<file path="src/rtl/gcd_pkg.sv">
// gcd_pkg: shared types and defaults for the GCD requester
package gcd_pkg;
  localparam int GCD_W = 8;
  localparam int TIMEOUT_DEF = 2048;
  typedef enum logic [2:0] {SYNC, IDLE, CLR, START, LOAD_B, WAIT, RESP} state_t;
  localparam logic ERR_NONE = 1'b0;
  localparam logic ERR_FAIL = 1'b1;
endpackage

</file>
<file path="src/rtl/gcd_timer.sv">
// gcd_timer: saturating cycle counter with clear/enable and terminal count
module gcd_timer
  import gcd_pkg::*;
#(
  parameter int TIMEOUT_CYCLES = TIMEOUT_DEF
) (
  input  logic clk,
  input  logic rst_n,
  input  logic clr,
  input  logic en,
  output logic tc
);
  localparam int TW = $clog2(TIMEOUT_CYCLES + 1);
  logic [TW-1:0] cnt;
  // count enabled cycles, holding at TIMEOUT_CYCLES instead of wrapping
  always_ff @(posedge clk)
    if (!rst_n || clr) cnt <= '0;
    else if (en && cnt != TW'(TIMEOUT_CYCLES)) cnt <= cnt + 1'b1;
  assign tc = cnt >= TW'(TIMEOUT_CYCLES - 1);
endmodule

</file>
<file path="src/rtl/gcd_requester.sv">
// gcd_requester: drives the GCD engine start/done protocol from a valid/ready request port
module gcd_requester
  import gcd_pkg::*;
#(
  parameter int W = GCD_W,
  parameter int TIMEOUT_CYCLES = TIMEOUT_DEF
) (
  input  logic         clk,
  input  logic         rst_n,
  input  logic         req_valid,
  output logic         req_ready,
  input  logic [W-1:0] req_a,
  input  logic [W-1:0] req_b,
  output logic         rsp_valid,
  input  logic         rsp_ready,
  output logic [W-1:0] rsp_gcd,
  output logic         rsp_err,
  output logic         gcd_start,
  output logic [W-1:0] gcd_data,
  input  logic         gcd_ld_a,
  input  logic         gcd_ld_b,
  input  logic         gcd_done,
  input  logic [W-1:0] gcd_result,
  output logic         busy
);
  state_t state;
  logic [W-1:0] a_q, b_q;
  logic done_q, flush_q, tmr_clr, tmr_en, tmr_tc;
  assign req_ready = state == IDLE;
  assign busy = state != IDLE;
  assign tmr_en = state inside {SYNC, START, LOAD_B, WAIT};
  assign tmr_clr = state inside {IDLE, CLR, RESP} || (state == LOAD_B && gcd_ld_b);
  gcd_timer #(.TIMEOUT_CYCLES(TIMEOUT_CYCLES)) u_timer (
    .clk(clk),
    .rst_n(rst_n),
    .clr(tmr_clr),
    .en(tmr_en),
    .tc(tmr_tc)
  );
  // request/engine handshake sequencer with registered outputs
  always_ff @(posedge clk)
    if (!rst_n) begin
      state <= SYNC;
      a_q <= '0;
      b_q <= '0;
      done_q <= 1'b0;
      flush_q <= 1'b0;
      gcd_start <= 1'b0;
      gcd_data <= '0;
      rsp_valid <= 1'b0;
      rsp_gcd <= '0;
      rsp_err <= 1'b0;
    end else begin
      done_q <= gcd_done;
      case (state)
        SYNC: if (tmr_tc) state <= IDLE;
        IDLE:
          if (req_valid) begin
            a_q <= req_a;
            b_q <= req_b;
            if (req_a == '0 || req_b == '0) begin
              state <= RESP;
              rsp_valid <= 1'b1;
              rsp_gcd <= '0;
              rsp_err <= ERR_FAIL;
              flush_q <= 1'b0;
            end else state <= CLR;
          end
        CLR:
          if (!gcd_done) begin
            state <= START;
            gcd_start <= 1'b1;
            gcd_data <= a_q;
          end
        START:
          if (gcd_ld_a) begin
            state <= LOAD_B;
            gcd_start <= 1'b0;
            gcd_data <= b_q;
          end else if (tmr_tc) begin
            state <= RESP;
            gcd_start <= 1'b0;
            gcd_data <= '0;
            rsp_valid <= 1'b1;
            rsp_gcd <= '0;
            rsp_err <= ERR_FAIL;
            flush_q <= 1'b1;
          end
        LOAD_B:
          if (gcd_ld_b) state <= WAIT;
          else if (tmr_tc) begin
            state <= RESP;
            gcd_data <= '0;
            rsp_valid <= 1'b1;
            rsp_gcd <= '0;
            rsp_err <= ERR_FAIL;
            flush_q <= 1'b1;
          end
        WAIT:
          if (gcd_done && !done_q) begin
            state <= RESP;
            rsp_valid <= 1'b1;
            rsp_gcd <= gcd_result;
            rsp_err <= ERR_NONE;
            flush_q <= 1'b0;
          end else if (tmr_tc) begin
            state <= RESP;
            gcd_data <= '0;
            rsp_valid <= 1'b1;
            rsp_gcd <= '0;
            rsp_err <= ERR_FAIL;
            flush_q <= 1'b1;
          end
        RESP:
          if (rsp_ready) begin
            rsp_valid <= 1'b0;
            state <= flush_q ? SYNC : IDLE;
          end
        default: state <= SYNC;
      endcase
    end
endmodule

</file>
<file path="config.mk">
export PLATFORM = sky130hd
export DESIGN_NAME = gcd_requester
export DESIGN_NICKNAME = d
export VERILOG_FILES = /design/src/rtl/gcd_pkg.sv /design/src/rtl/gcd_timer.sv /design/src/rtl/gcd_requester.sv
export SDC_FILE = /design/constraint.sdc
export NUM_CORES = 1
export LEC_CHECK = 0
export ABC_AREA = 1
export CORE_MARGIN = 2
export CORE_UTILIZATION = 40
export CTS_BUF_LIST = sky130_fd_sc_hd__clkbuf_8
export DETAILED_ROUTE_END_ITERATION = 8
export GPL_TIMING_DRIVEN = 0
export PLACE_DENSITY = 0.66
export SYNTH_ARGS = -nofsm -noshare
export SYNTH_HDL_FRONTEND = slang
export SYNTH_SLANG_ARGS = --single-unit
export TNS_END_PERCENT = 1
</file>
<file path="constraint.sdc">
create_clock -name clk -period 1.55 [get_ports clk]
set_input_delay 0.3875 -clock clk [delete_from_list [all_inputs] [get_ports clk]]
set_output_delay 0.3875 -clock clk [all_outputs]
set_load 0.05 [all_outputs]
</file>
==> results of run 1 <==
-- worst min-delay path, cell delays in order (launching register included) --
cell                      delay, ps
sky130_fd_sc_hd__dfxtp_1        310
sky130_fd_sc_hd__inv_1           60
sky130_fd_sc_hd__a21oi_1         50
-- routing by layer --
layer / wire length, µm / vias up / GRT usage / share of wire
li1: - / 1435 / - / -
met1: 3180 / 1246 / 0.247 / 0.46
met2: 3240 / 69 / 0.312 / 0.47
met3: 307 / 9 / 0.0341 / 0.045
met4: 136 / 0 / 0.0629 / 0.020
met5: 0 / - / 0 / 0
-- final cells by class --
| cell class | count | area [µm²] |
|---|---|---|
| Clock buffer | 5 | 68.8 |
| Timing Repair Buffer | 60 | 617 |
| Tap cell | 80 | 100 |
| Inverter | 54 | 220 |
| Multi-Input combinational cell | 290 | 1530 |
| Sequential cell | 52 | 1060 |
| Clock inverter | 3 | 28.8 |
| Buffer | 12 | 93.8 |
| Fill cell | 664 | 3050 |
-- cells in the mapped netlist (3+ instances only) --
cell,n
sky130_fd_sc_hd__a21oi_1,52
sky130_fd_sc_hd__buf_2,4
sky130_fd_sc_hd__buf_6,3
sky130_fd_sc_hd__clkbuf_1,4
sky130_fd_sc_hd__dfxtp_1,52
sky130_fd_sc_hd__ha_1,3
sky130_fd_sc_hd__inv_1,47
sky130_fd_sc_hd__inv_2,5
sky130_fd_sc_hd__nand2_1,120
sky130_fd_sc_hd__nand2_2,4
sky130_fd_sc_hd__nand2_4,6
sky130_fd_sc_hd__nand3_1,18
sky130_fd_sc_hd__nand4_1,3
sky130_fd_sc_hd__nor2_1,25
sky130_fd_sc_hd__nor2_2,3
sky130_fd_sc_hd__nor2_4,3
sky130_fd_sc_hd__nor3_1,6
sky130_fd_sc_hd__o21ai_0,22
sky130_fd_sc_hd__o22ai_1,8
sky130_fd_sc_hd__xnor2_1,4
sky130_fd_sc_hd__xor2_1,5
-- path summary, 6_finish.rpt --
check	startpoint	endpoint	slack [ps]	depth (start not counted)
max	gcd_done	state[1]$_SDFFE_PN0P_	-50	10
min	a_q[2]$_SDFFE_PN0P_	a_q[2]$_SDFFE_PN0P_	460	2
max reg2reg	state[1]$_SDFFE_PN0P_	state[1]$_SDFFE_PN0P_	-30	11
min reg2reg	a_q[2]$_SDFFE_PN0P_	a_q[2]$_SDFFE_PN0P_	460	2
-- power by group --
part | switching [mW] | total, mW | internal [mW]
Clock | 0.518 | 0.860 | 0.342
Combinational | 0.0694 | 0.162 | 0.0925
Sequential | 0.0126 | 1.35 | 1.34
Total | 0.600 | 2.37 | 1.77
-- repair_timing --
item	in CTS	in global routing
resized for setup	96	18
buffers inserted	8	1
endpoints found under the setup margin	67	44
hold buffers	0	0
pin swaps	7	3
-- cells by family (layout without fill, tap and decap cells) --
group,after synthesis,count (layout),synth area share
XOR/XNOR,9,9,0.0284
AO/OA/AOI/OAI,85,85,0.161
buffers and inverters,66,134,0.101
AND/OR/NAND/NOR,193,193,0.320
flip-flops,52,52,0.375
adder cells (fa/ha/maj),3,3,0.0135
-- registers in the layout (all words and copies together), names as in the netlist, 3 cells and up --
signal and flops:
u_timer.cnt 12, a_q 8, rsp_gcd 8, b_q 8, gcd_data 8, state 3
-- per-stage QoR --
step	hold slack [ps]	std cells	power, mW	util	setup WS, ps
after global routing	481	556	2.48	0.549	-138
after floorplan	430	408	1.44	-	-5.98
final	457	556	2.37	0.549	-50.5
after global placement	439	539	1.54	0.504	-513
after detailed placement	449	539	1.54	0.504	-498
after CTS	462	555	2.42	0.543	-47.7
==> results.md, run 1 <==
* Run status: finished, violations left
* Failing checks: negative setup slack
* Top cells by area in the synthesized netlist: sky130_fd_sc_hd__dfxtp_1, sky130_fd_sc_hd__nand2_1, sky130_fd_sc_hd__a21oi_1, sky130_fd_sc_hd__inv_1, sky130_fd_sc_hd__o21ai_0
* Share of synthesized flip-flops with an asynchronous set or reset at 0
* Critical Setup Path Class: primary input to flop
* Worst slew margin relative to its limit at 0.622
* Shortest clock period the worst path allows after layout at between 1500 and 2000 ps
* Synth-to-Final Area Change at 33.8%
* Count of antenna-violating nets left after detailed routing at 0
* Highest achievable clock rate at around 0.62 GHz
* Diodes inserted at 0
* Net total in the final layout at approximately 510
* Routed vias at 2759
* Area of all placed cells without fillers at 3710 µm²
* Startpoint types: primary input
* Pin count of the biggest net entering global routing at 20
* Global-route congestion overflow total at 0
* Number of failing setup endpoints in the final timing report at 13
* Highest fanout seen on the critical path at 10
* Share of the yosys chip area belonging to registers at 0.375
* Netlist Area Pre-Place at roughly 2800 µm²
* Most common cell after layout, fill and taps aside: sky130_fd_sc_hd__nand2_1
* DR pass1 iterations at 5
* TritonCTS buffer count at 5
* Die Area at between 7000 and 8000 µm²
* Share of final-layout standard cells stronger than drive strength 1 at 0.197
* Slowest cell on crit path: sky130_fd_sc_hd__clkdlybuf4s50_1
* Chip Width at 87.3 µm
* Root buffer cell: sky130_fd_sc_hd__clkbuf_8
* Synthesis Warnings at 0
* Vias in the first global route at 2615
* Setup repair after global routing missed its margin: yes
* Critical path data arrival time at between 1500 and 2000 ps
* Number of library cell types mapped by synthesis at 32
* CTS tree: yes
* Top library cells by usage in the layout, fill and taps aside: sky130_fd_sc_hd__nand2_1, sky130_fd_sc_hd__a21oi_1, sky130_fd_sc_hd__dfxtp_1, sky130_fd_sc_hd__inv_1, sky130_fd_sc_hd__clkdlybuf4s50_1
* Initial Utilization at 0.411
* Static leakage at 1.42 nW
* Max Buffers Root-to-Sink at 2
* Cell breakdown of the critical path: clkdlybuf4s50_1 > nand3_1 > nor2_4 > buf_4 > nor2_1 > nand3_1 > nand2_1 > nand2_1 > nand2_1 > a21oi_1
* Clk_lat worst skew at 310 ps
* Total global-route track usage at 0.188
* Actual slew at the worst max-slew pin at 567 ps
* Maximum resistive drop on vdd at 413 µV
* Final HPWL from detailed placement at 5100 µm
* Total of max-cap violations at 0
* Final setup TNS at -161 ps
* Top cell by count, worst path: sky130_fd_sc_hd__nand2_1
* Required time of the critical path at 1790 ps
* Number of antenna violations at the first check in global routing at 0
* Primary FF master, synth: sky130_fd_sc_hd__dfxtp_1
* Number of buffers added on ports at 51
* Delay of the slowest cell on the worst path at around 530 ps
* Post-synthesis cell type with the largest combined area: sky130_fd_sc_hd__dfxtp_1
* Buffering stage count on the worst path with inverters included at 2
* Cell count after synthesis at 408
* Net count after synthesis at 442
* Worst Setup End Kind: flop
* Final weighted congestion in routability-driven placement at 0.884
* First-pass GRT wire length at 11600 µm
* Post-synth top area share at 0.375
* CTS clk-pin slew, worst paths at roughly 110 ps
* I/O pins at 52
* Share of the cycle needed by the critical path after routing at 1.03
* Total count of max-transition violations in the final report at 0
* Wire length per cell after detailed routing at 12.4 µm
* First-iteration detailed-routing DRC count at 122
* Delay-heaviest family, CP: buffers and inverters
* Power density over the cells at 640 nW/µm²
* H-tree levels at 2
* Detail-routed via count per cell at 4.96
* Post-route setup slack at -50.5 ps
* Cell area after placement at roughly 3400 µm²
* Syn Area/Cell at 6.80 µm²
* Final wirelength at 6870 µm
* Core area at 6760 µm²
* Row count at 30
* CTS Sinks at 52
* Number of flops mapped to enable cells by yosys at 0
* Fin. Hold Viols at 0
* Worst setup skew after layout at roughly 11 ps
* Number of flip-flops and latches in the synthesized netlist at 52
* Hold WC Path Type: flop to flop
* Post-route DRC violation count at 0
* Vertical extent of the die at slightly below 90 µm
Note: power is estimated with default switching activity, not from simulation.
==> run 2, diff against run 1 <==
--- a/config.mk
+++ b/config.mk
@@ -5,13 +5,12 @@
 export SDC_FILE = /design/constraint.sdc
 export NUM_CORES = 1
 export LEC_CHECK = 0
-export ABC_AREA = 1
 export CORE_MARGIN = 2
 export CORE_UTILIZATION = 40
 export CTS_BUF_LIST = sky130_fd_sc_hd__clkbuf_8
 export DETAILED_ROUTE_END_ITERATION = 8
 export GPL_TIMING_DRIVEN = 0
-export PLACE_DENSITY = 0.66
+export PLACE_DENSITY = 0.67
 export SYNTH_ARGS = -nofsm -noshare
 export SYNTH_HDL_FRONTEND = slang
 export SYNTH_SLANG_ARGS = --single-unit
==> constraint.sdc (replaced) <==
create_clock -name clk -period 1.4 [get_ports clk]
set_input_delay 0.35 -clock clk [delete_from_list [all_inputs] [get_ports clk]]
set_output_delay 0.35 -clock clk [all_outputs]
set_load 0.05 [all_outputs]
==> run 2 against run 1 <==
Effect of this change:
- the run still ends with negative setup slack left
- final area down 4.7%
- area after synthesis is 7.9% lower
- register-to-register slack got worse by 220 ps
- non-clock buffer count rose by 2
- die area is 7.6% lower
- clock skew fell by 1.4 ps
- largest power group unchanged
- highest routed layer unchanged
==> results.md, run 2 <==
* DR pass1 iterations at 4
* Worst-case reg-to-reg path depth at 6
* Share of the cycle needed by the critical path after routing at 1.23
* Min-Delay Endpoint: rsp_gcd[6]$_SDFFE_PN0P_
* Vias in the first global route at 2300
* Number of failing setup endpoints in the final timing report at 53
* Chip Width at ~84 µm
* Row count at 29
* Post-route DRC violation count at 0
* Net total in the final layout at ~420
* Post-synthesis cell type with the largest combined area: sky130_fd_sc_hd__dfxtp_1
* Post-synth top area share at 0.408
* Cell breakdown of the critical path: or3b_4 > inv_12 > buf_12
* Worst setup skew after layout at 9.66 ps
* Count of antenna-violating nets left after detailed routing at 0
* Cell count after synthesis at 320
* Worst Min Path Start: rsp_gcd[6]$_SDFFE_PN0P_
* Primary FF master, synth: sky130_fd_sc_hd__dfxtp_1
* Initial Utilization at 0.407
* CTS Sinks at 52
* Share of the yosys chip area belonging to registers at 0.408
* Required time of the critical path at 1050 ps
* H-tree levels at 2
* Run status: finished, violations left
* Top cells by area in the synthesized netlist: sky130_fd_sc_hd__dfxtp_1, sky130_fd_sc_hd__nand2_1, sky130_fd_sc_hd__a21oi_1, sky130_fd_sc_hd__o21ai_0, sky130_fd_sc_hd__xnor2_1
* Syn Area/Cell at 7.98 µm²
* CTS tree: yes
* Reg-to-reg setup timing slack at -250 ps
* Synth-to-Final Area Change at 38.6%
* Setup repair after global routing missed its margin: yes
* FF-to-FF Start: u_timer.cnt[0]$_SDFFE_PP0P_
* First-pass GRT wire length at 10800 µm
* CTS clk-pin slew, worst paths at 100 ps
* Net count after synthesis at 354
* Share of synthesized flip-flops with an asynchronous set or reset at 0
* Global-route congestion overflow total at 0
* Most common cell after layout, fill and taps aside: sky130_fd_sc_hd__nand2_1
* Failing checks: negative setup slack
* Synthesis Warnings at 0
* Total count of max-transition violations in the final report at 0
* Wire length per cell after detailed routing at ~14 µm
* Actual slew at the worst max-slew pin at approximately 640 ps
* Top library cells by usage in the layout, fill and taps aside: sky130_fd_sc_hd__nand2_1, sky130_fd_sc_hd__dfxtp_1, sky130_fd_sc_hd__clkdlybuf4s50_1, sky130_fd_sc_hd__o21ai_0, sky130_fd_sc_hd__nor2_1
* Sequential cell area at 1050 µm²
* Number of buffers added on ports at 51
* Power density over the cells at 761 nW/µm²
* Number of flip-flops under the largest register name at 12
* Number of antenna violations at the first check in global routing at 0
* Worst Setup End Kind: primary output
* Fin. Hold Viols at 0
* Startpoint types: flop
* Highest fanout seen on the critical path at 5
* Vertical extent of the die at 83.9 µm
* Highest achievable clock rate at around 0.58 GHz
* Slowest cell on crit path: sky130_fd_sc_hd__or3b_4
* Final wirelength at 6530 µm
* Shortest clock period the worst path allows after layout at 1720 ps
* Pin count of the biggest net entering global routing at 15
* Max Buffers Root-to-Sink at 2
* Number of library cell types mapped by synthesis at 53
* I/O pins at 52
* Post-route setup slack at -317 ps
* Share of final-layout standard cells stronger than drive strength 1 at 0.254
* Power Total at ~2.7 mW
* Count leader, synth: sky130_fd_sc_hd__nand2_1
* First-iteration detailed-routing DRC count at 121
* Minimum setup slack after placement at -687 ps
* Core area at between 6000 and 7000 µm²
* Worst slew margin relative to its limit at 0.574
* Diodes inserted at 0
* Critical Setup Path Class: flop to primary output
* Delay-heaviest family, CP: simple AND/OR/NAND/NOR gates
* Hold WC Path Type: flop to flop
* Detail-routed via count per cell at 5.26
* TritonCTS buffer count at 5
* Critical path data arrival time at 1370 ps
* Final HPWL from detailed placement at approximately 4700 µm
* Final weighted congestion in routability-driven placement at between 0.8 and 0.9
* Hold bufs inserted after CTS at 0
* Die Area at 7040 µm²
* Netlist Area Pre-Place at 2550 µm²
* Largest register by flop count: u_timer.cnt
* Routed vias at 2416
* Final cell utilization of the core at 0.564
* Clk_lat worst skew at 300 ps
* Root buffer cell: sky130_fd_sc_hd__clkbuf_8
* Total of max-cap violations at 0
* Commonest cells in the netlist: sky130_fd_sc_hd__nand2_1, sky130_fd_sc_hd__dfxtp_1, sky130_fd_sc_hd__a21oi_1, sky130_fd_sc_hd__o21ai_0, sky130_fd_sc_hd__nor2_1
* Buffering stage count on the worst path with inverters included at 2
* Static leakage at 1.21 nW
* Delay of the slowest cell on the worst path at 480 ps
* Total area of multi-input combinational cells at 1570 µm²
* Number of flops mapped to enable cells by yosys at 0
* Hold slack at 458 ps
* Maximum resistive drop on vdd at around 420 µV
* Reg-to-reg endpoint: state[2]$_SDFFE_PN0P_
* Total global-route track usage at 0.186
* Depth of the worst hold-timing path at 2
* Number of flip-flops and latches in the synthesized netlist at 52
* Filler cell count in the final layout at ~600
-- run 2: layout make-up --
class | count | share of cell area
timing repair buffer | 57 | 0.151
buffer | 17 | 0.0403
multi-input combinational | 241 | 0.443
sequential | 52 | 0.297
inverter | 9 | 0.0131
tap | 77 | 0.0272
clock inverter | 1 | 0.00849
clock buffer | 5 | 0.0194
-- run 2: worst min-delay path: stages, from the launching register on --
cell and delay, ps:
sky130_fd_sc_hd__dfxtp_1 330, sky130_fd_sc_hd__nand2_1 50, sky130_fd_sc_hd__o21ai_1 50
-- run 2: stage by stage --
| step | area, µm² | std cells | TNS [ps] |
|---|---|---|---|
| 2_1_floorplan | 2590 | 320 | -2980 |
| 3_3_place_gp | 3200 | 448 | -23520 |
| 3_5_place_dp | 3200 | 448 | -23780 |
| 4_1_cts | 3480 | 455 | -8130 |
| 5_1_grt | 3540 | 459 | -11170 |
| 6_report | 3540 | 459 | -7230 |
-- run 2: logic make-up (layout without fill, tap and decap cells) --
kind of cell,count (synthesis),in the layout,synth area share
AND/OR/NAND/NOR,147,147,0.273
AO/OA/AOI/OAI,79,79,0.194
flip-flops,52,52,0.408
buffers and inverters,27,89,0.0617
XOR/XNOR,11,11,0.0451
adder cells (fa/ha/maj),3,3,0.0147
multiplexers,1,1,0.00392
-- run 2: power breakdown --
part | switching (mW) | internal (mW)
Combinational | 0.0909 | 0.106
Clock | 0.482 | 0.514
Sequential | 0.0106 | 1.49
-- run 2: repair_timing --
| item | CTS | global route |
|---|---|---|
| setup buffers | 2 | 4 |
| pin swaps | 4 | 8 |
| cloned | 0 | 0 |
| gates resized for setup | 115 | 41 |
| endpoints found under the setup margin | 72 | 66 |
-- run 2: metal layers --
metal  GRT usage  part of all wire  vias to the layer above
met5           0                 0                        -
met4      0.0396            0.0090                        0
met3      0.0326             0.044                        6
met2       0.310              0.49                       50
met1       0.252              0.46                     1123
li1            -                 -                     1237
-- run 2: worst max-delay path by stage --
stage / depth (start not counted) / slack (ps) / endpoint / startpoint
final: 3 / -320 / req_ready / state[2]$_SDFFE_PN0P_
after global routing: 3 / -350 / req_ready / state[2]$_SDFFE_PN0P_
after CTS: 3 / -320 / req_ready / state[1]$_SDFFE_PN0P_
after detailed placement: 4 / -690 / req_ready / state[0]$_SDFFE_PN0P_
after global placement: 4 / -680 / req_ready / state[0]$_SDFFE_PN0P_
after floorplan: 8 / -130 / b_q[5]$_SDFFE_PN0P_ / state[0]$_SDFFE_PN0P_
==> run 3, diff against run 2 <==
--- a/config.mk
+++ b/config.mk
@@ -10,7 +10,7 @@
 export CTS_BUF_LIST = sky130_fd_sc_hd__clkbuf_8
 export DETAILED_ROUTE_END_ITERATION = 8
 export GPL_TIMING_DRIVEN = 0
-export PLACE_DENSITY = 0.67
+export PLACE_DENSITY = 0.74
 export SYNTH_ARGS = -nofsm -noshare
 export SYNTH_HDL_FRONTEND = slang
 export SYNTH_SLANG_ARGS = --single-unit
==> run 3 against run 2 <==
Effect of this change:
- the run still ends with negative setup slack left
- sequential cell count unchanged
- utilization down 1.7 points
- sequential share of layout area is 0.92 points higher
- hold slack worse by 4.8 ps
- count of clock-buffer cells in the layout is 1 higher
- combinational power is essentially flat
- highest routed layer unchanged
==> results.md, run 3 (synthesis gave the netlist of run 2 again) <==
* Run status: finished, violations left
* Core area at about 6300 µm²
* Clk_lat worst skew at 310 ps
* Highest achievable clock rate at between 0.5 and 0.6 GHz
* Largest register by flop count: u_timer.cnt
* Post-route DRC violation count at 0
* Shortest clock period the worst path allows after layout at approximately 1700 ps
* Most common cell after layout, fill and taps aside: sky130_fd_sc_hd__nand2_1
* Critical Setup Path Class: flop to primary output
* Vias in the first global route at 2444
* Delay of the slowest cell on the worst path at between 400 and 500 ps
* Global-route congestion overflow total at 0
* Post-route setup slack at -316 ps
* Setup repair after global routing missed its margin: yes
* H-tree levels at 2
* Die Area at 7040 µm²
* Total count of max-transition violations in the final report at 0
* Startpoint types: flop
* Share of final-layout standard cells stronger than drive strength 1 at 0.249
* Max Buffers Root-to-Sink at 2
* Power density over the cells at between 700 and 800 nW/µm²
* Number of antenna violations at the first check in global routing at 0
* CTS Sinks at 52
* Root buffer cell: sky130_fd_sc_hd__clkbuf_8
* Row count at 29
* Routed vias at approximately 2500
* Area of all placed cells without fillers at 3430 µm²
* First-pass GRT wire length at about 11000 µm
* Cell breakdown of the critical path: or3b_4 > inv_12 > buf_12
* Top library cells by usage in the layout, fill and taps aside: sky130_fd_sc_hd__nand2_1, sky130_fd_sc_hd__dfxtp_1, sky130_fd_sc_hd__clkdlybuf4s50_1, sky130_fd_sc_hd__buf_2, sky130_fd_sc_hd__a21oi_1
* First-iteration detailed-routing DRC count at approximately 140
* Required time of the critical path at 1050 ps
* Diodes inserted at 0
* Pin count of the biggest net entering global routing at 17
* Count of antenna-violating nets left after detailed routing at 0
* I/O pins at 52
* Share of the cycle needed by the critical path after routing at 1.23
* Synth-to-Final Area Change at 34.4%
* Number of buffers added on ports at 51
* Minimum setup slack after placement at -696 ps
* Failing checks: negative setup slack
* Final cell count without fillers at 459
* Highest fanout seen on the critical path at 5
* Slowest cell on crit path: sky130_fd_sc_hd__or3b_4
* Hold slack at about 450 ps
* CTS clk-pin slew, worst paths at 90 ps
* Number of flip-flops under the largest register name at 12
* Detail-routed via count per cell at 5.35
* Final weighted congestion in routability-driven placement at 0.905
* Total of max-cap violations at 0
* Maximum resistive drop on vdd at between 400 and 500 µV
* Final cell utilization of the core at 0.547
* Net total in the final layout at a little over 400
* Worst Setup End Kind: primary output
* Initial Utilization at 0.407
* TritonCTS buffer count at 5
* Vertical extent of the die at between 80 and 90 µm
* Worst setup skew after layout at 13.6 ps
* Fin. Hold Viols at 0
* Number of failing setup endpoints in the final timing report at between 50 and 60
* Wire length per cell after detailed routing at 14.4 µm
* Power Total at 2.59 mW
* Cell area after placement at ~3200 µm²
* Final wirelength at 6590 µm
* Static leakage at 1.21 nW
* Worst slew margin relative to its limit at 0.641
* Chip Width at 83.9 µm
* Count of placed standard cells including taps at 448
* Actual slew at the worst max-slew pin at ~540 ps
* Final HPWL from detailed placement at 4750 µm
* Critical path data arrival time at 1370 ps
* CTS tree: yes
* Hold bufs inserted after CTS at 0
* Total global-route track usage at 0.194
* Hold WC Path Type: flop to flop
* Final setup TNS at -9600 ps
* DR pass1 iterations at 4
run 3: final cells by class:
cell class,count,area (µm²)
Tap cell,77,96.3
Clock inverter,2,13.8
Sequential cell,52,1050
Timing Repair Buffer,55,460
Fill cell,595,2850
Multi-Input combinational cell,241,1540
Clock buffer,6,82.6
Buffer,17,139
Inverter,9,46.3
run 3: path summary, 6_finish.rpt:
path | start | end | slack [ps] | cells after the start
setup / recovery | state[1]$_SDFFE_PN0P_ | req_ready | -320 | 3
hold / removal | rsp_gcd[5]$_SDFFE_PN0P_ | rsp_gcd[5]$_SDFFE_PN0P_ | 450 | 2
setup reg to reg | state[1]$_SDFFE_PN0P_ | a_q[1]$_SDFFE_PN0P_ | -280 | 8
hold reg to reg | rsp_gcd[5]$_SDFFE_PN0P_ | rsp_gcd[5]$_SDFFE_PN0P_ | 450 | 2
run 3: layer usage:
metal  global-route usage  wire length [µm]  up-vias
met3               0.0386               209        6
met1                0.257              3100     1168
met5                    0                 0        -
met4               0.0440                54        0
li1                     -                 -     1234
met2                0.325              3230       46
run 3: power by group:
group | total [mW] | internal (mW) | switching (mW)
Sequential | 1.50 | 1.49 | 0.0112
Clock | 0.898 | 0.405 | 0.493
Combinational | 0.196 | 0.106 | 0.0901
Total | 2.59 | 2.00 | 0.594
run 3: critical path, delay by kind of cell (launching register included):
family                 cells  cell delay [ps]
and+or+nand+nor            1              480
DFF                        1              360
buffers and inverters      2              210
run 3: repair_timing:
action                                  in CTS  in global routing
gates resized for setup                    118                 54
gates cloned                                 0                  0
pin swaps                                   11                  4
buffers inserted                             4                  0
endpoints found under the setup margin      72                 71
